## config.mk

```make
export PLATFORM = sky130hd
export DESIGN_NAME = modulo_varredura_matriz
export DESIGN_NICKNAME = d
export VERILOG_FILES = /design/src/rtl/modulo_varredura_matriz_pkg.sv /design/src/rtl/modulo_varredura_matriz_prescaler.sv /design/src/rtl/modulo_varredura_matriz.sv
export SDC_FILE = /design/constraint.sdc
export NUM_CORES = 1
export LEC_CHECK = 0
export CORE_MARGIN = 1
export CORE_UTILIZATION = 25
export DETAILED_ROUTE_END_ITERATION = 8
export GPL_TIMING_DRIVEN = 0
export PLACE_DENSITY = 0.43
export SLEW_MARGIN = 20
export SYNTH_ARGS = -nofsm -noshare
export SYNTH_HDL_FRONTEND = slang
export SYNTH_HIERARCHICAL = 1
export SYNTH_SLANG_ARGS = --single-unit
```

## constraint.sdc

```tcl
create_clock -name clk -period 4.1 [get_ports clk]
set_input_delay 1.025 -clock clk [delete_from_list [all_inputs] [get_ports clk]]
set_output_delay 1.025 -clock clk [all_outputs]
set_load 0.05 [all_outputs]
```

## src/rtl/modulo_varredura_matriz_pkg.sv

```systemverilog
// Shared constants, state encoding and bit mapping for the 5x7 matrix scan driver.
// Latency: n/a (package only).
// Backpressure: n/a (package only).
package modulo_matriz_pkg;

  localparam int N_COLS = 5;
  localparam int N_ROWS = 7;
  localparam int N_BITS = 35;

  // Scan FSM encoding, kept as plain 2-bit constants so older tools and
  // waveform scripts that match on raw state values keep working.
  typedef logic [1:0] state_t;
  localparam state_t IDLE  = 2'd0;
  localparam state_t DRIVE = 2'd1;
  localparam state_t GAP   = 2'd2;

  // Image bit for row r, column c: row 0 / col 0 lives in the MSB.
  function automatic logic [5:0] bit_idx(input int r, input int c);
    return 6'(N_BITS - 1 - (r * N_COLS + c));
  endfunction

endpackage

```

## src/rtl/modulo_varredura_matriz_prescaler.sv

```systemverilog
// Dwell prescaler: free-running 0..DIV_MAX counter with synchronous clear and terminal-count tick.
// Latency: tick is combinational from the count register; count updates one edge after a clear.
// Backpressure: none; cnt_clr has priority over counting.
//
// Ports:
//   clk      in   system clock, rising edge
//   clr      in   asynchronous active-low reset
//   cnt_clr  in   synchronous clear (count returns to 0 on the next edge)
//   cnt      out  current count, never above DIV_MAX
//   tick     out  high while cnt == DIV_MAX
module modulo_prescaler #(
  parameter int DIV_W   = 16,
  parameter int DIV_MAX = 49999
) (
  input  logic             clk,
  input  logic             clr,
  input  logic             cnt_clr,
  output logic [DIV_W-1:0] cnt,
  output logic             tick
);

  assign tick = (cnt == DIV_W'(DIV_MAX));

  // Wrapping at the terminal count keeps cnt within 0..DIV_MAX even when the
  // owner forgets to clear it.
  always_ff @(posedge clk or negedge clr) begin
    if (!clr) begin
      cnt <= '0;
    end else if (cnt_clr || tick) begin
      cnt <= '0;
    end else begin
      cnt <= cnt + DIV_W'(1);
    end
  end

endmodule

```

## src/rtl/modulo_varredura_matriz.sv

```systemverilog
// Column-multiplexed 5x7 LED scan driver with frame-synchronous shadow image and blanking gaps.
// Latency: all outputs registered; a new column appears on the edge that selects it.
// Backpressure: upd_req is a held level; it is acknowledged (upd_ack pulse) only in IDLE or at a frame boundary.
//
// Ports:
//   clk          in   system clock, rising edge
//   clr          in   asynchronous active-low reset
//   en           in   scan enable (level)
//   m_in         in   35-bit image, bit 34-(r*5+c) = row r, col c
//   upd_req      in   request to load m_in into the shadow image
//   upd_ack      out  one-cycle pulse on the edge the shadow was loaded
//   frame_start  out  one-cycle pulse when column 0 begins driving
//   col_n        out  active-low one-hot column select
//   row          out  active-high row data for the driven column
module modulo_varredura_matriz
  import modulo_matriz_pkg::*;
#(
  parameter int DIV_W   = 16,
  parameter int DIV_MAX = 49999,
  // Blanking cycles share the dwell counter, so keep GAP_CYC <= DIV_MAX+1.
  parameter int GAP_CYC = 2
) (
  input  logic              clk,
  input  logic              clr,
  input  logic              en,
  input  logic [N_BITS-1:0] m_in,
  input  logic              upd_req,
  output logic              upd_ack,
  output logic              frame_start,
  output logic [N_COLS-1:0] col_n,
  output logic [N_ROWS-1:0] row
);

  localparam logic [DIV_W-1:0] GAP_LAST = DIV_W'((GAP_CYC > 0) ? GAP_CYC - 1 : 0);
  localparam logic [2:0]       COL_LAST = 3'(N_COLS - 1);

  state_t            state, state_nxt;
  logic [2:0]        col, col_nxt, col_inc;
  logic [N_BITS-1:0] shadow, shadow_nxt;
  logic [DIV_W-1:0]  div_cnt;
  logic              div_tick;
  logic              cnt_clr;
  logic              drive_on;   // next cycle drives a column
  logic              boundary;   // next cycle starts column 0
  logic              load;
  logic [N_COLS-1:0] col_n_nxt;
  logic [N_ROWS-1:0] row_nxt;

  modulo_prescaler #(
    .DIV_W   (DIV_W),
    .DIV_MAX (DIV_MAX)
  ) u_prescaler (
    .clk     (clk),
    .clr     (clr),
    .cnt_clr (cnt_clr),
    .cnt     (div_cnt),
    .tick    (div_tick)
  );

  assign col_inc = (col == COL_LAST) ? 3'd0 : col + 3'd1;

  always_comb begin
    state_nxt = state;
    col_nxt   = col;
    cnt_clr   = 1'b0;
    drive_on  = 1'b0;
    boundary  = 1'b0;

    case (state)
      IDLE: begin
        cnt_clr = 1'b1;
        col_nxt = 3'd0;
        if (en) begin
          state_nxt = DRIVE;
          drive_on  = 1'b1;
          boundary  = 1'b1;
        end
      end
      DRIVE: begin
        if (!en) begin
          state_nxt = IDLE;
          col_nxt   = 3'd0;
          cnt_clr   = 1'b1;
        end else if (div_tick) begin
          cnt_clr = 1'b1;
          if (GAP_CYC == 0) begin
            col_nxt  = col_inc;
            drive_on = 1'b1;
            boundary = (col == COL_LAST);
          end else begin
            state_nxt = GAP;
          end
        end else begin
          drive_on = 1'b1;
        end
      end
      GAP: begin
        if (!en) begin
          state_nxt = IDLE;
          col_nxt   = 3'd0;
          cnt_clr   = 1'b1;
        end else if (div_cnt == GAP_LAST) begin
          state_nxt = DRIVE;
          col_nxt   = col_inc;
          cnt_clr   = 1'b1;
          drive_on  = 1'b1;
          boundary  = (col == COL_LAST);
        end
      end
      default: begin
        state_nxt = IDLE;
        col_nxt   = 3'd0;
        cnt_clr   = 1'b1;
      end
    endcase

    // IDLE always services a request; while scanning, only the frame
    // boundary does, so a frame is never drawn from two images.
    load       = upd_req && ((state == IDLE) || boundary);
    shadow_nxt = load ? m_in : shadow;

    // Rows come from the post-load image so a freshly loaded frame is
    // visible on its very first column.
    row_nxt = '0;
    for (int r = 0; r < N_ROWS; r++) begin
      row_nxt[r] = drive_on & shadow_nxt[bit_idx(r, int'(col_nxt))];
    end
    col_n_nxt = drive_on ? ~(N_COLS'(1) << col_nxt) : '1;
  end

  always_ff @(posedge clk or negedge clr) begin
    if (!clr) begin
      state       <= IDLE;
      col         <= 3'd0;
      shadow      <= '0;
      col_n       <= '1;
      row         <= '0;
      upd_ack     <= 1'b0;
      frame_start <= 1'b0;
    end else begin
      state       <= state_nxt;
      col         <= col_nxt;
      shadow      <= shadow_nxt;
      col_n       <= col_n_nxt;
      row         <= row_nxt;
      upd_ack     <= load;
      frame_start <= boundary;
    end
  end

endmodule
```

==> impl_results.md, run 1 <==
- Outcome: finished, final reports clean
- Detail Placement HPWL: 7350 um
- Vias in the first global route: 2992
- DP Worst Slack: -1.33 ns
- Cells after DPL: 638
- I/O pin cnt: 53
- Count leader, synth: mux2i_1
- Final cell utilization of the core: 0.331
- Delay-heaviest family, CP: simple AND/OR/NAND/NOR gates
- Initial antenna violation count: 0
- #FFs+latches synth: 70
- Non-Filler Instances: 655
- Row cnt: 46
- R2R Setup Slk: 0.47 ns
- DIE WIDTH: 130 um
- Netlist cell types: 47
- Final setup vio count: 0
- Slew @ Worst Pin: 0.741 ns
- Power Density: 637 nW/um^2
- CP max stage delay: 0.55 ns
- Period utilization: 0.962
- Routed len/inst: 14.8 um
- Peak VDD IR: 238 uV
- RSZ-0062 raised after global routing: false
- Clk network pwr share: 0.260
- Worst Setup Start Kind: input port
- Pre-Repair DR Iteration Count: 4
- Max-slew headroom: 0.505
- Syn Std Cell Area: 4090 sq um
- Antenna viol nets, final: 0
- Worst-Skew Late Latency: 0.34 ns
- Final max-slew violation count: 0
- Synth top area cells: dfrtp_1 (40%), mux2i_1 (16%), ha_1 (6.7%)
- TritonCTS Buffers: 9
- CTS Buffer Depth: 2
- Global-route wire length before repair: 16100 um
- Max_cap viols: 0
- Top post-synthesis cells by count: mux2i_1 (67), dfrtp_1 (65), inv_1 (47), nor2_1 (27)
- Hold Vio Cnt, Final: 0
- Cells on worst reg2reg path: 12
- Grt ovf: 0
- CP bufs+invs: 3
- Ys async rst share: 1.00
- Worst Path Required: 4.32 ns
- Initial drt markers: 136
- Synthesized area per cell: 11.1 sq um
- Total Die Area: 16900 sq um
- Clock sinks: 70
- Worst r2r dst: row[2]
- Comb power frac: 0.440
- Core area: 15900 sq um
- Final min period: 3.94 ns
- Proportion of synthesized chip area in sequential cells: 0.430
- Nets@finish: 495
- Final GP Congestion: 0.804
- R2r startpoint: u_prescaler/cnt[13]
- Die H: 130 um
- Initial cell density of the core: 0.257
- CTS tree: done
- Critical path class: input port to flop
- Clk pin slew, worst setup/hold paths: 0.05 ns
- Root Buffer: clkbuf_16
- Leakage Power: 0.00244 uW
- Port Buffer Count: 52
- Sequential power share: 0.300
- ANT cells: 0
- Vias: 2852
- Vias/cell: 4.35
- WP depth: 10
- EDFF count, synth: 0
- Sw Ratio: 0.367
- Max Clock Freq: 254 MHz
- Worst Setup EP: row[0]
- DRC Markers: 0
- Synth warn: 6
- Hold-fix buffers at CTS: 0
- Area grow syn2layout: 28.9%
- Leading area contributor after synthesis: dfrtp_1
- Largest net degree at the start of global routing: 37
- Post-Synthesis Cells: 369
- Kind of end point of the critical path: flop
- Final wirelength: 9680 um
- Yosys top cell area share: 0.398
- Global Route Usage Sum: 0.130
- Internal Pwr Total: 2130 uW
- Crit path cell chain: clkdlybuf4s50_1 > clkbuf_4 > nand2_1 > or4_1 > a21oi_4 > inv_1 > ha_2 > mux4_2 > or2_0 > a41o_1
- Arrival time at the worst endpoint: 4.16 ns
- Worst setup startpoint: en
- Peak fanout along the critical path: 10
- Ys flop type: dfrtp_1
- Worst min-delay path class: flop to flop
- Share of layout cells above drive strength 1: 0.132
- CP max stage cell: or4_1
- Fin Clk Skew: 0.00457 ns
- Htree depth: 3
- Psw: 1230 uW
- Synth Net Count: 430
- Worst setup margin: 0.156 ns
through the flow:
| stage | area [sq um] | TNS [ns] | total power (uW) | hold slack [ns] |
|---|---|---|---|---|
| 3_3_place_gp | 4880 | -38.22 | 2480 | 0.475 |
| 5_1_grt | 5270 | 0 | 3610 | 0.528 |
| 3_5_place_dp | 4900 | -5.35 | 2510 | 0.476 |
| 4_1_cts | 5260 | 0 | 3420 | 0.489 |
| 6_report | 5270 | 0 | 3360 | 0.483 |
| 2_1_floorplan | 4090 | 0 | 2070 | 0.448 |
layout by cell type, fill, tap and decap left out, types with 3 or more instances in the layout:
master	instances
a21oi_1	8
and2_1	4
buf_4	7
buf_6	5
clkbuf_16	9
clkbuf_8	3
clkdlybuf4s50_1	51
dfrtp_1	65
dfstp_2	5
ha_1	21
inv_1	47
mux2_2	3
mux2i_1	67
mux4_2	12
nand2_1	22
nand3_1	7
nand4_1	4
nor2_1	27
nor3_1	6
nor4_1	9
or4b_1	3
xnor2_1	13
cell families after synthesis:
logic type                 count (synthesis)  share of synthesized area
xor gates and xnor gates                  14                     0.0300
and+or+nand+nor                           96                      0.121
DFF                                       70                      0.430
muxes                                     83                      0.241
buffers and inverters                     61                     0.0719
adders and majority gates                 22                     0.0673
AOI/OAI and AO/OA                         23                     0.0388
power groups by stage:
stage | Clock (uW) | Sequential, uW | Combinational (uW)
floorplan | 0 | 1160 | 912
global placement | 0 | 1020 | 1470
detailed placement | 0 | 1020 | 1490
CTS | 902 | 1010 | 1500
global route | 935 | 1040 | 1630
finish | 872 | 1010 | 1480
per-layer routing:
layer,vias to the layer above,share of wire,global-route usage
met5,-,0,0
met4,0,0.015,0.0458
met3,11,0.037,0.0381
met2,47,0.48,0.209
met1,1394,0.47,0.166
li1,1400,-,-
timing repair:
item | in CTS | in global routing
setup buffers | 1 | 0
gates resized for setup | 6 | 5
hold endpoints to repair | 0 | 0
pin swaps | 1 | 0
setup endpoints to repair | 6 | 4
area by class of cell:
| cell class | count | area [sq um] |
|---|---|---|
| buffer | 14 | 125 |
| timing repair buffer | 54 | 546 |
| fill | 1643 | 10700 |
| clock buffer | 13 | 270 |
| clock inverter | 3 | 65.1 |
| inverter | 47 | 176 |
| sequential | 70 | 1760 |
| tap | 216 | 270 |
| multi-input combinational | 238 | 2060 |
how the worst min path moves through the flow:
| stage | from | to | slack (ns) | depth (start not counted) |
|---|---|---|---|---|
| finish | shadow[33] | shadow[33] | 0.48 | 1 |
| global route | shadow[33] | shadow[33] | 0.53 | 1 |
| CTS | shadow[33] | shadow[33] | 0.49 | 1 |
| detailed placement | shadow[33] | shadow[33] | 0.48 | 1 |
| global placement | shadow[33] | shadow[33] | 0.47 | 1 |
| floorplan | shadow[33] | shadow[33] | 0.45 | 1 |
state kept, by name, summed over array words and instances (netlist names):
signal / count
upd_ack: 1
state: 2
u_prescaler/cnt: 16
col_n: 5
col: 3
frame_start: 1
shadow: 35
row: 7
Note: power is estimated with default switching activity, not from simulation.
==> inputs of run 2 (changes only) <==
GPL_ROUTABILITY_DRIVEN = 0   (was not set)
==> results of run 2 <==
Same layout as run 1: the final DEF is identical, and so are final timing and power.
==> inputs of run 3 (changes only) <==
ABC_CLOCK_PERIOD_IN_PS = 4100   (was not set)
==> results of run 3 <==
Same layout as run 1: the final DEF is identical, and so are final timing and power.
==> RTL edit 1 (flow settings as in run 3) <==
`DIV_W` is set to 16 in 2 places; all go to 20.
--- a/src/rtl/modulo_varredura_matriz_prescaler.sv
+++ b/src/rtl/modulo_varredura_matriz_prescaler.sv
@@ -9,7 +9,7 @@
 //   cnt      out  current count, never above DIV_MAX
 //   tick     out  high while cnt == DIV_MAX
 module modulo_prescaler #(
-  parameter int DIV_W   = 16,
+  parameter int DIV_W   = 20,
   parameter int DIV_MAX = 49999
 ) (
   input  logic             clk,
--- a/src/rtl/modulo_varredura_matriz.sv
+++ b/src/rtl/modulo_varredura_matriz.sv
@@ -15,7 +15,7 @@
 module modulo_varredura_matriz
   import modulo_matriz_pkg::*;
 #(
-  parameter int DIV_W   = 16,
+  parameter int DIV_W   = 20,
   parameter int DIV_MAX = 49999,
   // Blanking cycles share the dwell counter, so keep GAP_CYC <= DIV_MAX+1.
   parameter int GAP_CYC = 2
Formal check against the unedited RTL: same outputs for any inputs over 10 cycles, from zero or initial values; that may be too few to reach the edited logic, so the function may still have changed.
==> RTL edit 1 against run 3 <==
  * Non-clock buffer count stayed put
  * Hold slack improved by 0.015 ns
  * Final area is 4.9% higher
  * First-iteration DRC count is 1.5% higher
  * Worst setup slack barely moved
  * Sequential cell count rose by 4
  * Register-to-register slack worse by 0.31 ns
  * Clock power shrank 3.0%
  * Total power shrank 0.57%
  * Synthesized area up 6.9%
  * Via count up 11%
  * Routed wire length grew 10%
==> RTL edit 1: results <==
metrics = {
    "route": {
        "drt_wl_total_mm": 10.7,
        "initialDrtViolationCount": 138,
        "detailroute.via_count": 3152,
    },
    "critical_path": {
        "cp_max_fo": 13,
        "cpMaxStageDelayCell": "sky130_fd_sc_hd__dfrtp_1",
        "endpoint_of_the_most_critical_register_to_register_path": "row[0]",
        "worst-r2r-setup-slack_ns": 0.16,
        "cp_peak_stage_delay_ns": 0.46,
    },
    "finish": {
        "final-nonclk-buf-share": 0.116,
        "layout.nets": 521,
        "num-clock-buffers": 10,
        "num-multi-input-gates": 266,
        "area_of_combinational_cells_with_multiple_inputs_um2": 2280,
        "layout.filler_cells": 1763,
    },
    "synthesis": {
        "synth_compound_gate_area_share": 0.0824,
        "netlist_top_cells_area": "sky130_fd_sc_hd__dfrtp_1 (39%), sky130_fd_sc_hd__mux2i_1 (9.6%), sky130_fd_sc_hd__mux4_2 (6.7%)",
        "post_synth_instance_area_um2": 4370,
        "yosys-top-cells-count": "sky130_fd_sc_hd__dfrtp_1 (69), sky130_fd_sc_hd__mux2i_1 (42), sky130_fd_sc_hd__inv_1 (40), sky130_fd_sc_hd__nor2_1 (30), sky130_fd_sc_hd__nand2_1 (24)",
        "synth_seq_area_share": 0.425,
        "post_synth.cell_area_avg_um2": 11.0,
    },
    "status": {
        "status": "finished, final reports clean",
    },
    "clock_tree": {
        "clkSinkCount": 74,
    },
    "placement": {
        "preCtsSetupSlack_ns": -0.932,
        "placement.cell_area_um2": 5190,
    },
    "pwr": {
        "clock_net_power_uw": 846,
    },
    "worst_hold_path": {
        "hold_path_end": "shadow[9]",
    },
    "grt": {
        "pin_count_of_the_biggest_net_entering_global_routing": 40,
        "grt_usage": 0.128,
    },
}
-- RTL edit 1: changes by cell type after synthesis, sizes merged, moves of 4 or more --
cell / run 3 / this run
nand4: 4 / 9
mux2: 4 / 14
inv: 47 / 41
mux2i: 67 / 42
o21bai: 0 / 4
and3: 0 / 8
dfrtp: 65 / 69
nand2b: 1 / 5
-- RTL edit 1: logic make-up after synthesis --
kind of cell / Yosys count
AO/OA/AOI/OAI: 47
XOR/XNOR: 12
buffers and inverters: 56
flip-flops: 74
AND/OR/NAND/NOR: 117
adder cells (fa/ha/maj): 21
multiplexers: 69
-- RTL edit 1: what timing repair did --
| item | in CTS | in global routing |
|---|---|---|
| resized for setup | 2 | 1 |
| buffers inserted | 0 | 3 |
| setup endpoints to repair | 3 | 3 |
| pin swaps | 1 | 1 |
-- RTL edit 1: how the worst max path moves through the flow --
stage / startpoint / cells after the start / end
2_1_floorplan: en / 13 / row[0]
3_5_place_dp: en / 13 / row[0]
3_3_place_gp: en / 13 / row[0]
6_report: u_prescaler/cnt[6] / 11 / row[0]
4_1_cts: en / 12 / row[0]
5_1_grt: u_prescaler/cnt[6] / 11 / row[0]
-- RTL edit 1: worst max-delay path, delay by kind of cell (launching register included) --
family | cells | cell delay (ns)
fa+ha+maj | 1 | 0.41
compound gates | 2 | 0.57
mux | 2 | 0.72
buf+inv | 3 | 0.73
flops | 1 | 0.46
simple gates | 3 | 0.96
-- RTL edit 1: metal layers --
metal / share of wire / vias up / global-route usage
met5: 0 / - / 0
met1: 0.46 / 1547 / 0.163
met2: 0.48 / 62 / 0.209
met3: 0.039 / 11 / 0.0310
li1: - / 1532 / -
met4: 0.014 / 0 / 0.0456
